`src/rtl/mod_exp_stream.sv`:
```
// Streaming modular exponentiation m = c^d mod n (odd n) using one bit-serial
// radix-2 Montgomery multiplier and left-to-right square-and-multiply.
`ifndef CONFIG_DATA_WIDTH
`define CONFIG_DATA_WIDTH 8
`endif

module mod_exp_stream #(
  parameter int DATA_WIDTH = `CONFIG_DATA_WIDTH,
  parameter int TAG_WIDTH  = 4
) (
  input  logic                          clk,
  input  logic                          rst,
  input  logic                          ce,
  input  logic                          abort,
  input  logic                          in_valid,
  output logic                          in_ready,
  input  logic [DATA_WIDTH-1:0]         c,
  input  logic [DATA_WIDTH-1:0]         d,
  input  logic [$clog2(DATA_WIDTH)-1:0] t_sub_1,
  input  logic [DATA_WIDTH-1:0]         r2_mod_n,
  input  logic [DATA_WIDTH-1:0]         n,
  input  logic                          ct_mode,
  input  logic [TAG_WIDTH-1:0]          tag_in,
  output logic                          out_valid,
  input  logic                          out_ready,
  output logic [DATA_WIDTH-1:0]         m,
  output logic [TAG_WIDTH-1:0]          tag_out,
  output logic                          busy
);

  localparam int W  = DATA_WIDTH;
  localparam int IW = $clog2(DATA_WIDTH);
  localparam int CW = $clog2(DATA_WIDTH + 1);
  localparam logic [W-1:0]  ONE     = {{(W-1){1'b0}}, 1'b1};
  localparam logic [CW-1:0] MM_LAST = CW'(W);

  typedef enum logic [2:0] {
    S_IDLE, S_TO_MONT_C, S_TO_MONT_1, S_SQR, S_MUL, S_FROM_MONT, S_DONE
  } state_t;

  state_t state_reg, state_next;

  logic [W-1:0]         c_reg, d_reg, r2_reg, n_reg, p_reg, a_reg, m_reg;
  logic                 ct_reg, out_valid_reg;
  logic [TAG_WIDTH-1:0] tag_reg, tag_out_reg;
  logic [IW-1:0]        idx_reg;
  logic [W+1:0]         s_reg;
  logic [CW-1:0]        cnt_reg;

  logic [W-1:0] op_a, op_b, mm_res;
  logic [W+1:0] n_ext, mm_sum, mm_odd, mm_step;
  logic         a_bit, d_bit, do_mul, idx_zero, mm_last, accept, aborting;

  assign in_ready  = (state_reg == S_IDLE) & ~out_valid_reg;
  assign busy      = (state_reg != S_IDLE);
  assign out_valid = out_valid_reg;
  assign m         = m_reg;
  assign tag_out   = tag_out_reg;

  assign accept   = in_valid & in_ready;
  assign aborting = abort & (state_reg != S_IDLE);
  assign mm_last  = (cnt_reg == MM_LAST);
  assign idx_zero = (idx_reg == '0);
  assign d_bit    = |(d_reg & (ONE << idx_reg));
  assign do_mul   = d_bit | ct_reg;

  // Multiplier operands depend only on the phase; A and P change only at MM end.
  always_comb begin
    op_a = a_reg;
    op_b = a_reg;
    case (state_reg)
      S_TO_MONT_C: begin op_a = c_reg; op_b = r2_reg; end
      S_TO_MONT_1: begin op_a = ONE;   op_b = r2_reg; end
      S_MUL:       op_b = p_reg;
      S_FROM_MONT: op_b = ONE;
      default:     ;
    endcase
  end

  assign n_ext   = {2'b00, n_reg};
  assign a_bit   = |(op_a & (ONE << cnt_reg));
  assign mm_sum  = s_reg + (a_bit ? {2'b00, op_b} : '0);
  assign mm_odd  = mm_sum + (mm_sum[0] ? n_ext : '0);
  assign mm_step = mm_odd >> 1;
  assign mm_res  = (s_reg >= n_ext) ? W'(s_reg - n_ext) : W'(s_reg);

  always_comb begin
    state_next = state_reg;
    case (state_reg)
      S_IDLE:      if (accept) state_next = S_TO_MONT_C;
      S_TO_MONT_C: if (mm_last) state_next = S_TO_MONT_1;
      S_TO_MONT_1: if (mm_last) state_next = S_SQR;
      S_SQR:
        if (mm_last) begin
          if (do_mul)        state_next = S_MUL;
          else if (idx_zero) state_next = S_FROM_MONT;
          else               state_next = S_SQR;
        end
      S_MUL:       if (mm_last) state_next = idx_zero ? S_FROM_MONT : S_SQR;
      S_FROM_MONT: if (mm_last) state_next = S_DONE;
      S_DONE:      state_next = S_IDLE;
      default:     state_next = S_IDLE;
    endcase
    if (aborting) state_next = S_IDLE;
  end

  always_ff @(posedge clk) begin
    if (rst) begin
      state_reg     <= S_IDLE;
      c_reg         <= '0;
      d_reg         <= '0;
      r2_reg        <= '0;
      n_reg         <= '0;
      p_reg         <= '0;
      a_reg         <= '0;
      m_reg         <= '0;
      ct_reg        <= 1'b0;
      tag_reg       <= '0;
      tag_out_reg   <= '0;
      idx_reg       <= '0;
      s_reg         <= '0;
      cnt_reg       <= '0;
      out_valid_reg <= 1'b0;
    end else if (ce) begin
      state_reg <= state_next;
      if (out_valid_reg && out_ready) out_valid_reg <= 1'b0;
      if (aborting) begin
        cnt_reg <= '0;
        s_reg   <= '0;
      end else begin
        case (state_reg)
          S_IDLE:
            if (accept) begin
              c_reg   <= c;
              d_reg   <= d;
              idx_reg <= t_sub_1;
              r2_reg  <= r2_mod_n;
              n_reg   <= n;
              ct_reg  <= ct_mode;
              tag_reg <= tag_in;
              cnt_reg <= '0;
              s_reg   <= '0;
            end
          S_DONE: begin
            m_reg         <= a_reg;
            tag_out_reg   <= tag_reg;
            out_valid_reg <= 1'b1;
          end
          default:
            if (mm_last) begin
              cnt_reg <= '0;
              s_reg   <= '0;
              case (state_reg)
                S_TO_MONT_C: p_reg <= mm_res;
                S_SQR: begin
                  a_reg <= mm_res;
                  if (!do_mul && !idx_zero) idx_reg <= idx_reg - IW'(1);
                end
                // In constant-time mode the product is computed but dropped on zero bits.
                S_MUL: begin
                  if (d_bit) a_reg <= mm_res;
                  if (!idx_zero) idx_reg <= idx_reg - IW'(1);
                end
                default: a_reg <= mm_res;
              endcase
            end else begin
              cnt_reg <= cnt_reg + CW'(1);
              s_reg   <= mm_step;
            end
        endcase
      end
    end
  end

endmodule

```
`config.mk`:
```
export PLATFORM = sky130hd
export DESIGN_NAME = mod_exp_stream
export DESIGN_NICKNAME = d
export VERILOG_FILES = /design/src/rtl/mod_exp_stream.sv
export SDC_FILE = /design/constraint.sdc
export NUM_CORES = 1
export LEC_CHECK = 0
export ABC_AREA = 0
export BUFFER_PORTS_ARGS = -buffer_cell sky130_fd_sc_hd__buf_4
export CAP_MARGIN = 0
export CORE_MARGIN = 2
export CORE_UTILIZATION = 50
export CTS_CLUSTER_SIZE = 24
export DETAILED_ROUTE_END_ITERATION = 7
export PLACE_DENSITY = 0.7
export SYNTH_ARGS = -nofsm -noshare
export SYNTH_HDL_FRONTEND = slang
export SYNTH_SLANG_ARGS = --single-unit
export TNS_END_PERCENT = 20
```
`constraint.sdc`:
```
create_clock -name clk -period 6.55 [get_ports clk]
set_input_delay 0.655 -clock clk [delete_from_list [all_inputs] [get_ports clk]]
set_output_delay 0.655 -clock clk [all_outputs]
set_load 0.03 [all_outputs]
```
# Word-level counts from Yosys, hierarchy flattened
# Index checks and enable logic that the tools add are counted.
# op_classes
n_addsub,5
multipliers,0
div_mod_pow,0
magnitude_cmp,1
n_eq_ne,18
n_shift,2
n_mux,34
bitwise,11
reduce_logical,20
# op_table
cell,n
$mux W3,13
$mux W8,4
$pmux W8 S2,2
$ne A3 B3 Y1 const B,8
$pmux W8 S3,1
$add A10 B8 Y10,2
$mux W10,2
$pmux W10 S2,1
$pmux W3 S6,1
$and A8 B8 Y8,2
$reduce_or A8 Y1,2
$mux W4,3
$pmux W3 S2,2
$ge A10 B8 Y1,1
$eq A3 B3 Y1 const B,3
$mux W9,1
$pmux W4 S2,1
$reduce_and A8 Y1,1
$shl A1 B3 Y8 const A,1
$shl A1 B4 Y8 const A,1
$sub A8 B8 Y8,1
$reduce_and A7 Y1,1
$eq A3 B2 Y1 const B,2
$logic_not A3 Y1,2
18 further kinds,33
# word_totals
reg_bits,86
latchBits,0
ram_bits,0
rom_bits,0
wordCells,106
mem_count,0

# Depth between registers and ports, before layout
# logic_depth
ltp_word,11
depth_mapped,23

# Least setup slack after synthesis
# Ideal clock, no wire load.
# synth_path
path_kind,flip-flop to flip-flop
from,register state_reg[2]
to,register s_reg[8]
arrival_time_ns,3.898
path_slack_ns,2.530
stages_incl_launch_ff,22
path_buffers,1
path_cell_list,dfxtp_1 -> buf_2 -> inv_2 -> and3_1 -> a21oi_1 -> o21ai_0 -> a22o_1 -> o21ai_1 -> a2111oi_0 -> ha_1 -> fa_1 -> a21oi_1 -> o21bai_1 -> xor2_1 -> ha_1 -> nand3_1 -> a21oi_1 -> o31ai_1 -> a21boi_0 -> o21ai_0 -> xnor2_1 -> o21ai_0
# synth_between
elab_chain_len,11
word_cells_on_any_way,25
# synth_lines
element,line,source
from (decl),41,"state_t state_reg, state_next;"
from (signal assigned),125,state_reg <= state_next;
$eq A3 B2 Y1 or $eq A3 B1 Y1 (tied branches),71,case (state_reg)
$pmux W8 S2,71,
$and A8 B8 Y8,81,assign a_bit = |(op_a & (ONE << cnt_reg));
$reduce_or A8 Y1,81,
$mux W8,82,"assign mm_sum = s_reg + (a_bit ? {2'b00, op_b} : '0);"
$add A10 B8 Y10,82,
$mux W8,83,assign mm_odd = mm_sum + (mm_sum[0] ? n_ext : '0);
$add A10 B8 Y10,83,
$mux W9,150,if (mm_last) begin
$pmux W10 S2,131,case (state_reg)
$mux W10,127,if (aborting) begin
to (signal assigned),168,s_reg <= mm_step;
to (decl),47,logic [W+1:0] s_reg;
# Several ways; a longest one is shown, not always the timed one.
# A chain may end at the register's enable or synchronous reset.

# Worst setup path in the final report
# layout_path
from,register state_reg[0]
to,register s_reg[8]
# Same word-level chain as after synthesis.

==> impl_metrics.csv <==
group,metric,value,unit
setup_path,r2r_slack,1.56,ns
power_and_ir_drop,p_clk_frac,0.353,
power_and_ir_drop,combPwrFrac,0.156,
clock_network,clock_latency,0.37,ns
route,drtIter0Drc,362,
setup_path,startpoint_type,"register",
yosys,yosys_warnings,0,
yosys,synth_cells,622,
global_routing,antenna_found_initial,0,
layout,n_antenna_cell,0,
layout,nets,748,
layout,largest_register_ffs,9,
route,drc,0,
clock_network,cts_tree,"done",
yosys,synth_cell_type_count,64,
sta,fmax,200,MHz
clock_network,cts_buffer_depth,2,
route,ant_nets,0,
setup_path,worst_ep_required_time,6.82,ns
place,io_buffer_count,60,
yosys,synth.top_cells.by_count,"95 x nand2_1, 85 x dfxtp_1, 74 x nor2_1",
clock_network,htreeDepth,3,
clock_network,cts_hold_buf,0,
hold_path,hp-class,"reg2reg",
die,io_pins,61,
clock_network,numCtsBuffers,9,
yosys,synth_fp_nets,705,
layout,fin_util,0.585,
sta,hold_violations,0,
sta,setup_viol,0,
yosys,syn_area_per_cell,8.02,um^2
sta,max_slew.worst_pin.slew,1.07,ns
setup_path,criticalPathCategory,"reg2reg",
setup_path,cp-end-kind,"register",
route,dr.pass1.iters,5,
sta,rsz0062_at_grt,"false",
setup_path,critical_path_peak_fanout,21,
route,wl,12900,um
power_and_ir_drop,p_switching,0.317,mW
yosys,syn-cell-area,4990,um^2
sta,setup_tns,0,ns
global_routing,grt_first_pass_wirelength,21800,um
route,vias,4581,
sta,fin_crit,4.99,ns
place,place_congestion,0.903,
place,dp.cells,787,
power_and_ir_drop,intPower,0.802,mW
sta,slew_viol_final,0,
yosys,synth-edff-count,0,
flow_run,cap_violations,0,
clock_network,postCtsSetupBuffers,0,
route,wire_per_inst,16.0,um
die,die-area,10800,um^2
power_and_ir_drop,power.density,196,nW/um^2
die,core_area,9730,um^2
yosys,yosysTopAreaCell,"dfxtp_1",
die,initial_core_util,0.513,
power_and_ir_drop,seq_power_share,0.491,
global_routing,globalRouteTotalUtil,0.248,
yosys,yosys-top-cells-area,"dfxtp_1 34%, ha_1 8.5%, nand2_1 7.1%",
clock_network,cts.sinks,85,
clock_network,post_cts_resized,0,
sta,relSlewSlack,0.285,
clock_network,path_clk_slew,0.09,ns
route,post_drt_via_cell_ratio,5.70,
die,die_w,104,um
yosys,yosys.area.top_type_share,0.341,
power_and_ir_drop,peakVddDrop,161,uV
layout,layout-drive-gt1-share,0.139,
setup_path,arrival,5.26,ns
layout,fin_cells,803,
power_and_ir_drop,switching_share,0.283,
sta,clock_skew,0.0128,ns
yosys,synth-seq-area-share,0.341,
yosys,yosysMostFrequentCell,"nand2_1",
power_and_ir_drop,cellLeakagePower,2.27,nW
global_routing,grt_pass1_vias,4431,
layout,syn_to_final_growth,14.1,%
yosys,ys_ff_latch,85,
run_status,status,"finished clean",
clock_network,cts-root-buf,"clkbuf_8",
yosys,synth-async-reset-ratio,0,
sta,fin_crit_sh,0.762,
yosys,ys.flop_type,"dfxtp_1",
die,dieHeight,104,um
global_routing,grt_max_degree,90,
global_routing,overflow,0,
die,num_rows,36,
place,hpwl,9450,um
==> routing by layer <==
metal	global-route usage	vias up	part of all wire
met5	0	-	0
met3	0.0407	24	0.055
li1	-	2288	-
met4	0.104	0	0.026
met2	0.369	167	0.43
met1	0.354	2102	0.48
==> cell families (layout without fill, tap and decap cells) <==
kind of cell	count (synthesis)	in the layout	share of synthesized area
XOR/XNOR	19	19	0.0333
adder cells (fa/ha/maj)	38	38	0.0993
AO/OA/AOI/OAI	166	166	0.219
AND/OR/NAND/NOR	236	236	0.211
multiplexers	22	22	0.0449
buffers and inverters	56	104	0.0519
flip-flops	85	85	0.341
==> worst max-delay path: stages, from the launching register on <==
cell	delay, ns
dfxtp_1	0.83
inv_2	0.20
a22oi_1	0.21
o21ai_0	0.11
a22oi_1	0.23
a32oi_1	0.12
o21ai_1	0.47
a2111oi_0	0.14
ha_1	0.24
fa_1	0.41
a21oi_1	0.24
o21bai_1	0.10
xor2_1	0.15
ha_1	0.35
nand3_1	0.11
a21oi_1	0.06
o31ai_1	0.31
a21boi_0	0.18
o21ai_0	0.21
xnor2_1	0.13
o21ai_0	0.08
==> per-stage QoR <==
step | setup slack, ns | hold slack, ns | power (mW) | area, um^2
after floorplan | 2.53 | 0.431 | 0.679 | 4990
after global placement | 1.83 | 0.440 | 0.729 | 5480
after detailed placement | 1.65 | 0.445 | 0.734 | 5480
after CTS | 1.62 | 0.457 | 1.13 | 5690
after global routing | 1.11 | 0.490 | 1.17 | 5690
final | 1.56 | 0.455 | 1.12 | 5690
==> final timing paths <==
check,end,cells after the start,startpoint
setup / recovery,s_reg[8],20,state_reg[0]
hold / removal,r2_reg[0],2,r2_reg[0]
hold reg to reg,r2_reg[0],2,r2_reg[0]
setup reg to reg,s_reg[8],20,state_reg[0]
==> placed cells by master (no fill, tap or decap), types with 9 or more instances in the layout <==
cell / instances
dfxtp_1: 85
a21oi_1: 60
nand2_1: 95
a22oi_1: 19
nand2b_1: 11
ha_1: 34
clkbuf_8: 11
a211oi_1: 16
nor2_1: 74
buf_4: 65
inv_1: 19
nor3_1: 12
xnor2_1: 13
o21ai_0: 20
mux2i_1: 19
nand3_1: 9
==> power groups by stage <==
stage	Combinational, mW	Clock, mW	Sequential (mW)
after global placement	0.169	0	0.560
after detailed placement	0.173	0	0.561
after global routing	0.195	0.426	0.551
after floorplan	0.128	0	0.551
final	0.175	0.395	0.549
after CTS	0.174	0.404	0.548
==> area by class of cell <==
class                      instances  area (um^2)
fill                             911         4040
multi-input combinational        481         3040
sequential                        85         1700
timing repair buffer              65          488
tap                              133          166
clock buffer                      12          155
inverter                          23         86.3
clock inverter                     4         56.3
No activity file was read; power rests on OpenSTA's default activity.
